File: src/rtl/imm_extend_unit.sv
// Immediate-extension unit: sign/zero/upper/branch extension of a decode-stage immediate,
// registered behind a two-entry skid buffer with valid/ready on both sides.
module imm_extend_unit #(
  parameter int unsigned IN_W  = 16,
  parameter int unsigned OUT_W = 32,
  parameter int unsigned TAG_W = 5
) (
  input  logic             clock,
  input  logic             reset,
  input  logic             in_valid,
  output logic             in_ready,
  input  logic [IN_W-1:0]  in_imm,
  input  logic [1:0]       in_mode,
  input  logic [TAG_W-1:0] in_tag,
  output logic             out_valid,
  input  logic             out_ready,
  output logic [OUT_W-1:0] out_data,
  output logic [TAG_W-1:0] out_tag
);

  localparam int unsigned PadW = OUT_W - IN_W;

  typedef enum logic [1:0] {StEmpty, StOne, StFull} state_e;

  state_e state_q, state_d;

  logic             in_ready_q, out_valid_q;
  logic [OUT_W-1:0] or_data_q, sr_data_q;
  logic [TAG_W-1:0] or_tag_q, sr_tag_q;

  logic             in_fire, out_fire;
  logic             or_load, or_from_sr, sr_load;
  logic [OUT_W-1:0] sign_ext, ext_data;

  assign in_ready  = in_ready_q;
  assign out_valid = out_valid_q;
  assign out_data  = or_data_q;
  assign out_tag   = or_tag_q;

  assign in_fire  = in_valid && in_ready_q;
  assign out_fire = out_valid_q && out_ready;

  assign sign_ext = {{PadW{in_imm[IN_W-1]}}, in_imm};

  always_comb begin
    ext_data = '0;
    unique case (in_mode)
      2'b00: ext_data = sign_ext;
      2'b01: ext_data = {{PadW{1'b0}}, in_imm};
      2'b10: ext_data = {in_imm, {PadW{1'b0}}};
      2'b11: ext_data = {sign_ext[OUT_W-3:0], 2'b00};
      default: ext_data = '0;
    endcase
  end

  // State register
  always_ff @(posedge clock) begin
    if (reset) begin
      state_q <= StEmpty;
    end else begin
      state_q <= state_d;
    end
  end

  // Next-state logic
  always_comb begin
    state_d = state_q;
    unique case (state_q)
      StEmpty: if (in_fire) state_d = StOne;
      StOne: begin
        if (in_fire && !out_fire)      state_d = StFull;
        else if (!in_fire && out_fire) state_d = StEmpty;
      end
      StFull:  if (out_fire) state_d = StOne;
      default: state_d = StEmpty;
    endcase
  end

  // Datapath control
  always_comb begin
    or_load    = 1'b0;
    or_from_sr = 1'b0;
    sr_load    = 1'b0;
    unique case (state_q)
      StEmpty: or_load = in_fire;
      StOne: begin
        or_load = in_fire && out_fire;
        sr_load = in_fire && !out_fire;
      end
      StFull: begin
        or_load    = out_fire;
        or_from_sr = 1'b1;
      end
      default: ;
    endcase
  end

  // Flags are derived from the next state so they are registered yet track occupancy exactly.
  always_ff @(posedge clock) begin
    if (reset) begin
      in_ready_q  <= 1'b1;
      out_valid_q <= 1'b0;
      or_data_q   <= '0;
      or_tag_q    <= '0;
      sr_data_q   <= '0;
      sr_tag_q    <= '0;
    end else begin
      in_ready_q  <= (state_d != StFull);
      out_valid_q <= (state_d != StEmpty);
      if (or_load) begin
        or_data_q <= or_from_sr ? sr_data_q : ext_data;
        or_tag_q  <= or_from_sr ? sr_tag_q : in_tag;
      end
      if (sr_load) begin
        sr_data_q <= ext_data;
        sr_tag_q  <= in_tag;
      end
    end
  end

endmodule

File: config.mk
export PLATFORM = sky130hd
export DESIGN_NAME = imm_extend_unit
export DESIGN_NICKNAME = d
export VERILOG_FILES = /design/src/rtl/imm_extend_unit.sv
export SDC_FILE = /design/constraint.sdc
export NUM_CORES = 1
export LEC_CHECK = 0
export ABC_CLOCK_PERIOD_IN_PS = 2800
export CAP_MARGIN = 10
export CORE_UTILIZATION = 49
export DETAILED_ROUTE_END_ITERATION = 8
export PLACE_DENSITY = 0.84
export SETUP_SLACK_MARGIN = 0.3
export SLEW_MARGIN = 20
export SYNTH_ARGS = -nofsm -noshare
export SYNTH_HDL_FRONTEND = slang
export SYNTH_SLANG_ARGS = --single-unit
File: constraint.sdc
create_clock -name clock -period 2.8 [get_ports clock]
set_input_delay 0.28 -clock clock [delete_from_list [all_inputs] [get_ports clock]]
set_output_delay 0.28 -clock clock [all_outputs]
set_load 0.05 [all_outputs]
### After elaboration in Yosys (flattened, before gate mapping)

Index checks and enable logic that the tools add are counted.

* multipliers: 0
* equality and inequality tests: 6
* magnitude comparators: 0
* divide/modulo/power cells: 0
* reductions and logical operators: 10
* shift-type cells: 0
* mux-type cells: 11
* bitwise operators: 0
* add/subtract/negate cells: 0

Operator list (count)
* one-hot mux 32 bit (4 select lines): 1
* two-way mux 32 bit: 1
* two-way mux 2 bit: 4
* == test 2 bit (second input constant): 3
* one-hot mux 2 bit (3 select lines): 1
* logical AND 1 bit: 5
* two-way mux 5 bit: 1
* == test 2 x 1 -> 1 bit (second input constant): 2
* logical NOT 2 bit: 2
* one-hot mux 1 bit (3 select lines): 1
* logical NOT 1 bit: 2
* two-way mux 1 bit: 2
* != test 2 bit (second input constant): 1
* nonzero test 2 bit: 1

* input port bits: 27
* memory bits (writable): 0
* memories kept: 0
* output and inout bits: 39
* latch bits: 0
* ROM bits: 0
* flip-flop bits (word level): 78

### Depth between registers and ports, before layout

Gate-level depths: netlist (run 1).

* depth in word-level cells: 7
* depth in mapped cells: 7
* gate-level depth less buffers: 4

### Worst setup path after synthesis (run 1)

Ideal clock, no wire load.

* path kind: reg2reg
* start point: register out_valid_q, in the netlist out_valid
* end point: register or_data_q[0], in the netlist out_data[0]
* period minus slack after synthesis: 1717 ps
* arrival time: 1629 ps
* data required time: 2712 ps
* path slack: 1083 ps
* setup time: 88 ps
* stages on the path, launching flop included: 7
* cell sequence: dfxtp_1 and4_1 a211o_1 buf_6 buf_6 nor2_1 a311oi_2

* word-level cells in the longest chain between the ends: 3

RTL lines
* from (decl): RTL line 27 `logic in_ready_q, out_valid_q;`
* from (signal assigned): RTL line 109 `out_valid_q <= (state_d != StEmpty);`
* logical AND 1 bit (*): RTL line 41 `assign out_fire = out_valid_q && out_ready;`
* logical AND 1 bit: RTL line 87 `or_load = in_fire && out_fire;`
* one-hot mux 1 bit (3 select lines) (*): RTL line 84 `unique case (state_q)`
* to (signal assigned): RTL line 111 `or_data_q <= or_from_sr ? sr_data_q : ext_data;`
* to (decl): RTL line 28 `logic [OUT_W-1:0] or_data_q, sr_data_q;`

Mark *: on every way between the ends. The rest lies on a longest branch, timed or not.
A chain may end at the register's enable or synchronous reset.

### Worst setup path after layout (run 1)

* start point: input in_imm[15]
* end point: register or_data_q[17], in the netlist out_data[17]

* word-level cells in the longest chain between the ends: 2

RTL lines
* from (decl): RTL line 12 `input logic [IN_W-1:0] in_imm,`
* one-hot mux 32 bit (4 select lines): RTL line 47 `unique case (in_mode)`
* two-way mux 32 bit: RTL line 111

Every way passes these cells.

==> results of run 1 <==
-- area by class of cell --
class	instances	area share, %
Sequential cell	78	35.26
Clock inverter	7	2.176
Clock buffer	9	2.797
Tap cell	96	2.713
Inverter	3	0.2543
Multi-Input combinational cell	304	39.22
Timing Repair Buffer	81	17.58
-- worst reg2reg max path: cells and delay by family, from the launching register on --
family / cells / cell delay (ps)
flops: 1 / 490
simple gates: 1 / 270
buf+inv: 1 / 300
compound gates: 3 / 710
-- routing by layer --
metal | GRT usage, % | part of all wire (%) | vias up | wire, um
met5 | 0 | 0 | - | 0
met4 | 11.33 | 2.2 | 0 | 199
met3 | 4.360 | 6.6 | 20 | 595
met2 | 41.80 | 48 | 143 | 4338
met1 | 32.14 | 43 | 1561 | 3914
li1 | - | - | 1654 | -
-- registers in the layout (all words and copies together) (netlist names) --
name	cells
sr_data_q	32
out_tag	5
out_valid	1
out_data	32
sr_tag_q	5
in_ready	1
state_q	2
-- cell usage after synthesis --
master | number | area [um^2]
o21ai_0 | 2 | 10.01
a221oi_1 | 13 | 113.9
nor2b_1 | 3 | 18.77
a21oi_1 | 54 | 270.3
and4b_1 | 1 | 10.01
nor2_1 | 38 | 142.6
and3b_1 | 1 | 8.760
or2_1 | 1 | 6.260
nor3_1 | 41 | 205.2
a211oi_1 | 1 | 7.510
a311oi_1 | 1 | 8.760
o211ai_1 | 14 | 105.1
nand2_1 | 81 | 304.0
nand3_1 | 3 | 15.01
o221ai_2 | 2 | 30.03
and4_1 | 1 | 8.760
clkbuf_2 | 1 | 5.000
a211oi_2 | 1 | 12.51
dfxtp_1 | 78 | 1562
a21boi_0 | 1 | 7.510
and4bb_2 | 1 | 12.51
mux2i_1 | 1 | 10.01
buf_4 | 7 | 52.55
clkinv_1 | 1 | 3.750
nand3_2 | 1 | 10.01
a221o_1 | 14 | 140.1
o221ai_1 | 12 | 105.1
a311oi_2 | 8 | 120.1
buf_6 | 4 | 45.04
buf_2 | 12 | 60.06
clkbuf_1 | 19 | 71.32
buf_1 | 3 | 11.26
nand2b_1 | 2 | 12.51
and3_1 | 3 | 18.77
and2_1 | 1 | 6.260
a211o_1 | 1 | 8.760
inv_1 | 2 | 7.510
a21o_1 | 1 | 7.510
-- final timing paths --
| kind | cells after the start | slack (ps) | from | to |
|---|---|---|---|---|
| hold / removal | 2 | 330 | reset | sr_tag_q[0] |
| setup / recovery | 5 | 830 | in_imm[15] | out_data[17] |
| hold reg to reg | 2 | 450 | out_data[4] | out_data[4] |
| setup reg to reg | 5 | 900 | state_q[0] | out_data[2] |
-- power by group --
part | total, mW | internal (mW) | switching, mW
sequential | 1.26 | 1.21 | 0.0569
combinational | 0.788 | 0.284 | 0.504
clock | 0.936 | 0.503 | 0.433
total | 2.99 | 1.99 | 0.993
-- cells by family (layout without fill, tap and decap cells) --
family	after synthesis	in the layout	share of synthesized area (%)
and+or+nand+nor	178	178	21.93
AOI/OAI and AO/OA	125	125	26.65
DFF	78	78	43.93
buffers and inverters	49	100	7.216
muxes	1	1	0.2816
==> summary.md, run 1 <==
| Metric | Value |
|---|---|
| Status | `finished clean` |
| Critical path type | `in2reg` |
| Peak supply drop | `0.3386 mV` |
| TritonCTS buffer count | `9` |
| Vias | `3378` |
| # DRC | `0` |
| Pleak | `1.527 nW` |
| First-pass GRT wire length | `14860 um` |
| CTS Hold Bufs | `0` |
| Clk buf depth | `2` |
| Clock network latency to the later pin of the worst-skew pair | `360 ps` |
| Largest net degree at the start of global routing | `39` |
| Layout cell share with drive strength beyond 1 | `9.544%` |
| RSZ-0062 raised after global routing | `false` |
| CP startpoint kind | `input pin` |
| Dpl cells | `562` |
| Ant. Diodes | `0` |
| Tcrit/Tclk final | `70.28%` |
| Crit path time final | `1968 ps` |
| Initial DRC Count | `291` |
| CP max stage cell | `clkdlybuf4s50_1` |
| H-tree depth | `3` |
| Top Ports | `66` |
| Hpwl dp | `5899 um` |
| Slowest stage delay, CP | `520 ps` |
| Final wirelength | `9047 um` |
| CTS root buf | `clkbuf_8` |
| Worst Tran Pin Value | `731.2 ps` |
| Port Buf Inserts | `65` |
| Worst hold path class | `in2reg` |
| FF/Latch Area | `0.001562 mm^2` |
| Power per cell area | `674.5 mW/mm^2` |
| Most frequent cells in the layout | `81 x nand2_1, 78 x dfxtp_1, 64 x clkdlybuf4s50_1` |
| Post-CTS Setup Repair Bufs | `0` |
| Global placer's final weighted congestion | `0.8243` |
| CP top delay family | `simple AND/OR/NAND/NOR gates` |
| Drt pass-1 iters | `5` |
| Critical path fanouts, max | `15` |
| Die area | `0.007599 mm^2` |
| Post-layout util | `64.11%` |
| Leading cell type in the layout, fill and taps excluded | `nand2_1` |
| Placed inst area | `0.004208 mm^2` |
| Post-CTS Resized | `0` |
| Filler cells | `612` |
| Vias per cell | `5.844` |
| Final setup violation count | `0` |
| Power Total | `2.987 mW` |
| Max-slew violation count | `0` |
| Number of global-route vias before repair | `3046` |
| Worst setup EP type | `flip-flop` |
| CTS tree | `done` |
| Clk slew on worst S/H paths | `80 ps` |
| Syn nets | `458` |
| Area growth syn-to-layout | `24.57%` |
| Antenna Violating Nets Remaining | `0` |
| Die H | `87.17 um` |
| Register area share after synthesis | `43.93%` |
| Cell Rows | `30` |
| Max-capacitance violation count | `0` |
| Hold Violations, Final | `0` |
| Clock Sink Count | `78` |
| PnR worst setup slack | `832.1 ps` |
| CORE AREA | `0.006907 mm^2` |
| WP data arrival | `2250 ps` |
| Die Wd | `87.17 um` |
| Yosys warnings | `0` |
| Mapped Area | `0.003555 mm^2` |
| Avg Cell Area, Syn | `8.247 um^2` |
| Congestion Overflow GR | `0` |
| Synth Register Bits | `78` |
| Initial antenna violation count | `0` |
| Cell area after layout | `0.004428 mm^2` |
| Finished Layout Cells | `578` |
| Synth cell types | `38` |
| CP required | `3080 ps` |
| Multi-input logic area | `0.001737 mm^2` |
| Hold WS | `333.5 ps` |
| Setup_tns | `0 ps` |
| Slew HR | `51.25%` |
| Starting density of the core | `51.47%` |
| Synth Instances | `431` |
| F_max | `0.5082 GHz` |
| Routed len/inst | `15.65 um` |
| Nets@finish | `504` |
| Place WS | `511.0 ps` |
| CP Buf/Inv Count | `1` |
| Gr usage total | `25.19%` |
| Critical-path cell list | `clkdlybuf4s50_1 > and3_1 > or2_1 > o221ai_1 > a21oi_1` |
| Skew final | `10.63 ps` |
Power figures use the tool's default switching activity.
==> run 2, diff against run 1 <==
- ABC_CLOCK_PERIOD_IN_PS: 2800 -> 2000
- clock period: 2.8 -> 2 ns (I/O delays scaled with it)
==> summary.md, run 2 (same netlist as run 1, synthesis figures left out) <==
| Metric | Value |
|---|---|
| Sequential share of power | `43.6% (+1.3 points)` |
| Initial DRC Count | `284 (-2.4%)` |
| Filler cells | `609 (-0.49%)` |
| Routed len/inst | `16.64 um (+6.3%)` |
| Placed inst area | `0.004258 mm^2 (+1.2%)` |
| Vias | `3491 (+3.3%)` |
| Critical R2R Launch | `state_q[1]` |
| F_max | `0.6254 GHz` |
| Congestion Overflow GR | `0 (unchanged)` |
| Max-slew violation count | `0 (unchanged)` |
| Switching Power | `1.353 mW (+36%)` |
| Critical-path cell list | `and4b_2 > a211o_1 > buf_12 > o221ai_1 > a21oi_1` |
| CP top delay family | `compound AO/OA/AOI/OAI gates` |
| Hpwl dp | `6330 um (+7.3%)` |
| CP required | `2280 ps (-800 ps)` |
| Layout cell share with drive strength beyond 1 | `10.95% (+1.4 points)` |
| Critical path type | `reg2reg` |
| Die Wd | `87.17 um (unchanged)` |
| Starting density of the core | `51.47% (unchanged)` |
| PnR worst setup slack | `401.0 ps (-431.2 ps)` |
| CP Buf/Inv Count | `1 (unchanged)` |
| Status | `finished clean` |
| CP max stage cell | `dfxtp_1` |
| Peak supply drop | `0.4354 mV (+29%)` |
| Slowest stage delay, CP | `440 ps (-80 ps)` |
| CP Launch Point | `state_q[1]` |
| Place WS | `-130.3 ps (-641.3 ps)` |
| CTS root buf | `clkbuf_8` |
| Power per cell area | `910.4 mW/mm^2 (+35%)` |
| Nets@finish | `507 (+0.60%)` |
| Final setup violation count | `0 (unchanged)` |
| First-pass GRT wire length | `15810 um (+6.4%)` |
| Hold Violations, Final | `0 (unchanged)` |
| Most frequent cells in the layout | `81 x nand2_1, 75 x dfxtp_1, 54 x a21oi_1` |
| Global placer's final weighted congestion | `0.8507 (+3.2%)` |
| Gr usage total | `26.72% (+1.5 points)` |
| Finished Layout Cells | `580 (+0.35%)` |
| Clk slew on worst S/H paths | `80 ps (about the same)` |
| Clock power frac | `29.4% (-1.9 points)` |
| Number of global-route vias before repair | `3408 (+12%)` |
| Vias per cell | `6.019 (+3.0%)` |
| WP data arrival | `1880 ps (-370 ps)` |
| Initial antenna violation count | `0 (unchanged)` |
| CP startpoint kind | `flip-flop` |
| Worst path depth | `5 (unchanged)` |
| Max-capacitance violation count | `0 (unchanged)` |
| Clock Sink Count | `78 (unchanged)` |
| Antenna Violating Nets Remaining | `0 (unchanged)` |
| Slew HR | `65.43% (+14 points)` |
| Power Total | `4.061 mW (+36%)` |
| H-tree depth | `3 (unchanged)` |
| Cell Rows | `30 (unchanged)` |
| Worst hold path class | `in2reg` |
| CTS tree | `done` |
| Die H | `87.17 um (unchanged)` |
| Critical path fanouts, max | `35 (+20)` |
| Hold WS | `288.2 ps (-45.31 ps)` |
| Ant. Diodes | `0 (unchanged)` |
| Hold path depth | `2 (unchanged)` |
| Crit path time final | `1599 ps` |
| CORE AREA | `0.006907 mm^2 (unchanged)` |
| # DRC | `0 (unchanged)` |
| Leading cell type in the layout, fill and taps excluded | `nand2_1` |
| Clock network latency to the later pin of the worst-skew pair | `350 ps (about the same)` |
| Dpl cells | `565 (+0.53%)` |
| Pleak | `1.869 nW (+22%)` |
| Internal power | `2.708 mW (+36%)` |
| Skew final | `6.694 ps (-3.936 ps)` |
| Worst setup EP type | `flip-flop` |
| Cell area after layout | `0.004461 mm^2 (+0.73%)` |
| Port Buf Inserts | `65 (unchanged)` |
| Top Ports | `66 (unchanged)` |
| RSZ-0062 raised after global routing | `true` |
| Clk buf depth | `2 (unchanged)` |
| Final wirelength | `9654 um (+6.7%)` |
| TritonCTS buffer count | `9 (unchanged)` |
| Hold Crit Start | `reset` |
| Worst Tran Pin Value | `517.7 ps (-213.5 ps)` |
| Reg2Reg Depth | `5 (unchanged)` |
| Tcrit/Tclk final | `79.95%` |
| Post-CTS Setup Repair Bufs | `0 (unchanged)` |
| CTS Hold Bufs | `0 (unchanged)` |
| Die area | `0.007599 mm^2 (unchanged)` |
| Largest net degree at the start of global routing | `62 (+59%)` |
| Area growth syn-to-layout | `25.48%` |
| Drt pass-1 iters | `5 (unchanged)` |
| Combinational Power Share | `27.0% (+0.6 points)` |
| Sw Share | `33.33% (+0.066 points)` |
run 2: cell count changes in the layout (fill, tap and decap cells not counted), moves of 3 or more:
cell             change
clkdlybuf4s50_1     -39
clkinvlp_4           -3
dfxtp_1              -3
dfxtp_2              +3
dlygate4sd2_1       +26
dlymetal6s2s_1      +13
run 2: power groups by stage:
stage	clock network (mW)	registers (mW)	logic (mW)
2_1_floorplan	0	2.07	0.511
3_3_place_gp	0	1.80	1.10
3_5_place_dp	0	1.81	1.13
4_1_cts	1.21	1.77	1.10
5_1_grt	1.28	1.78	1.18
6_report	1.19	1.77	1.10
run 2: worst register-to-register path, delay by kind of cell, from the launching register on:
kind            cells  cell delay [ps]
compound gates      3              560
flops               1              440
simple gates        1              300
buf+inv             1              220
run 2: through the flow:
step                TNS [ps]  utilization (%)
finish                     0            64.58
global route               0            64.58
CTS                        0            64.08
detailed placement     -1339            61.65
global placement      -58.41            61.65
floorplan                  0                -
run 2: final timing paths:
check,end,slack (ps)
hold reg to reg,out_data[11],450
hold / removal,sr_tag_q[4],290
setup / recovery,out_data[20],400
setup reg to reg,out_data[20],400
run 2: final cells by class:
| class | instances | area, um^2 | share of cell area [%] |
|---|---|---|---|
| Multi-Input combinational cell | 304 | 1739 | 38.99 |
| Sequential cell | 78 | 1565 | 35.09 |
| Timing Repair Buffer | 84 | 825.8 | 18.51 |
| Clock buffer | 12 | 155.1 | 3.478 |
| Tap cell | 96 | 120.1 | 2.693 |
| Clock inverter | 3 | 43.79 | 0.9818 |
| Inverter | 3 | 11.26 | 0.2525 |
run 2: routing by layer:
layer	share of wire (%)	up-vias	global-route usage, %
met2	50	162	45.31
met5	0	-	0
li1	-	1646	-
met3	6.8	24	4.645
met4	2.3	0	13.86
met1	41	1659	32.54
run 2: timing repair:
item                                    4_1_cts  5_1_grt
resized for setup                            27       16
endpoints found under the setup margin       39       32
cloned                                        0        0
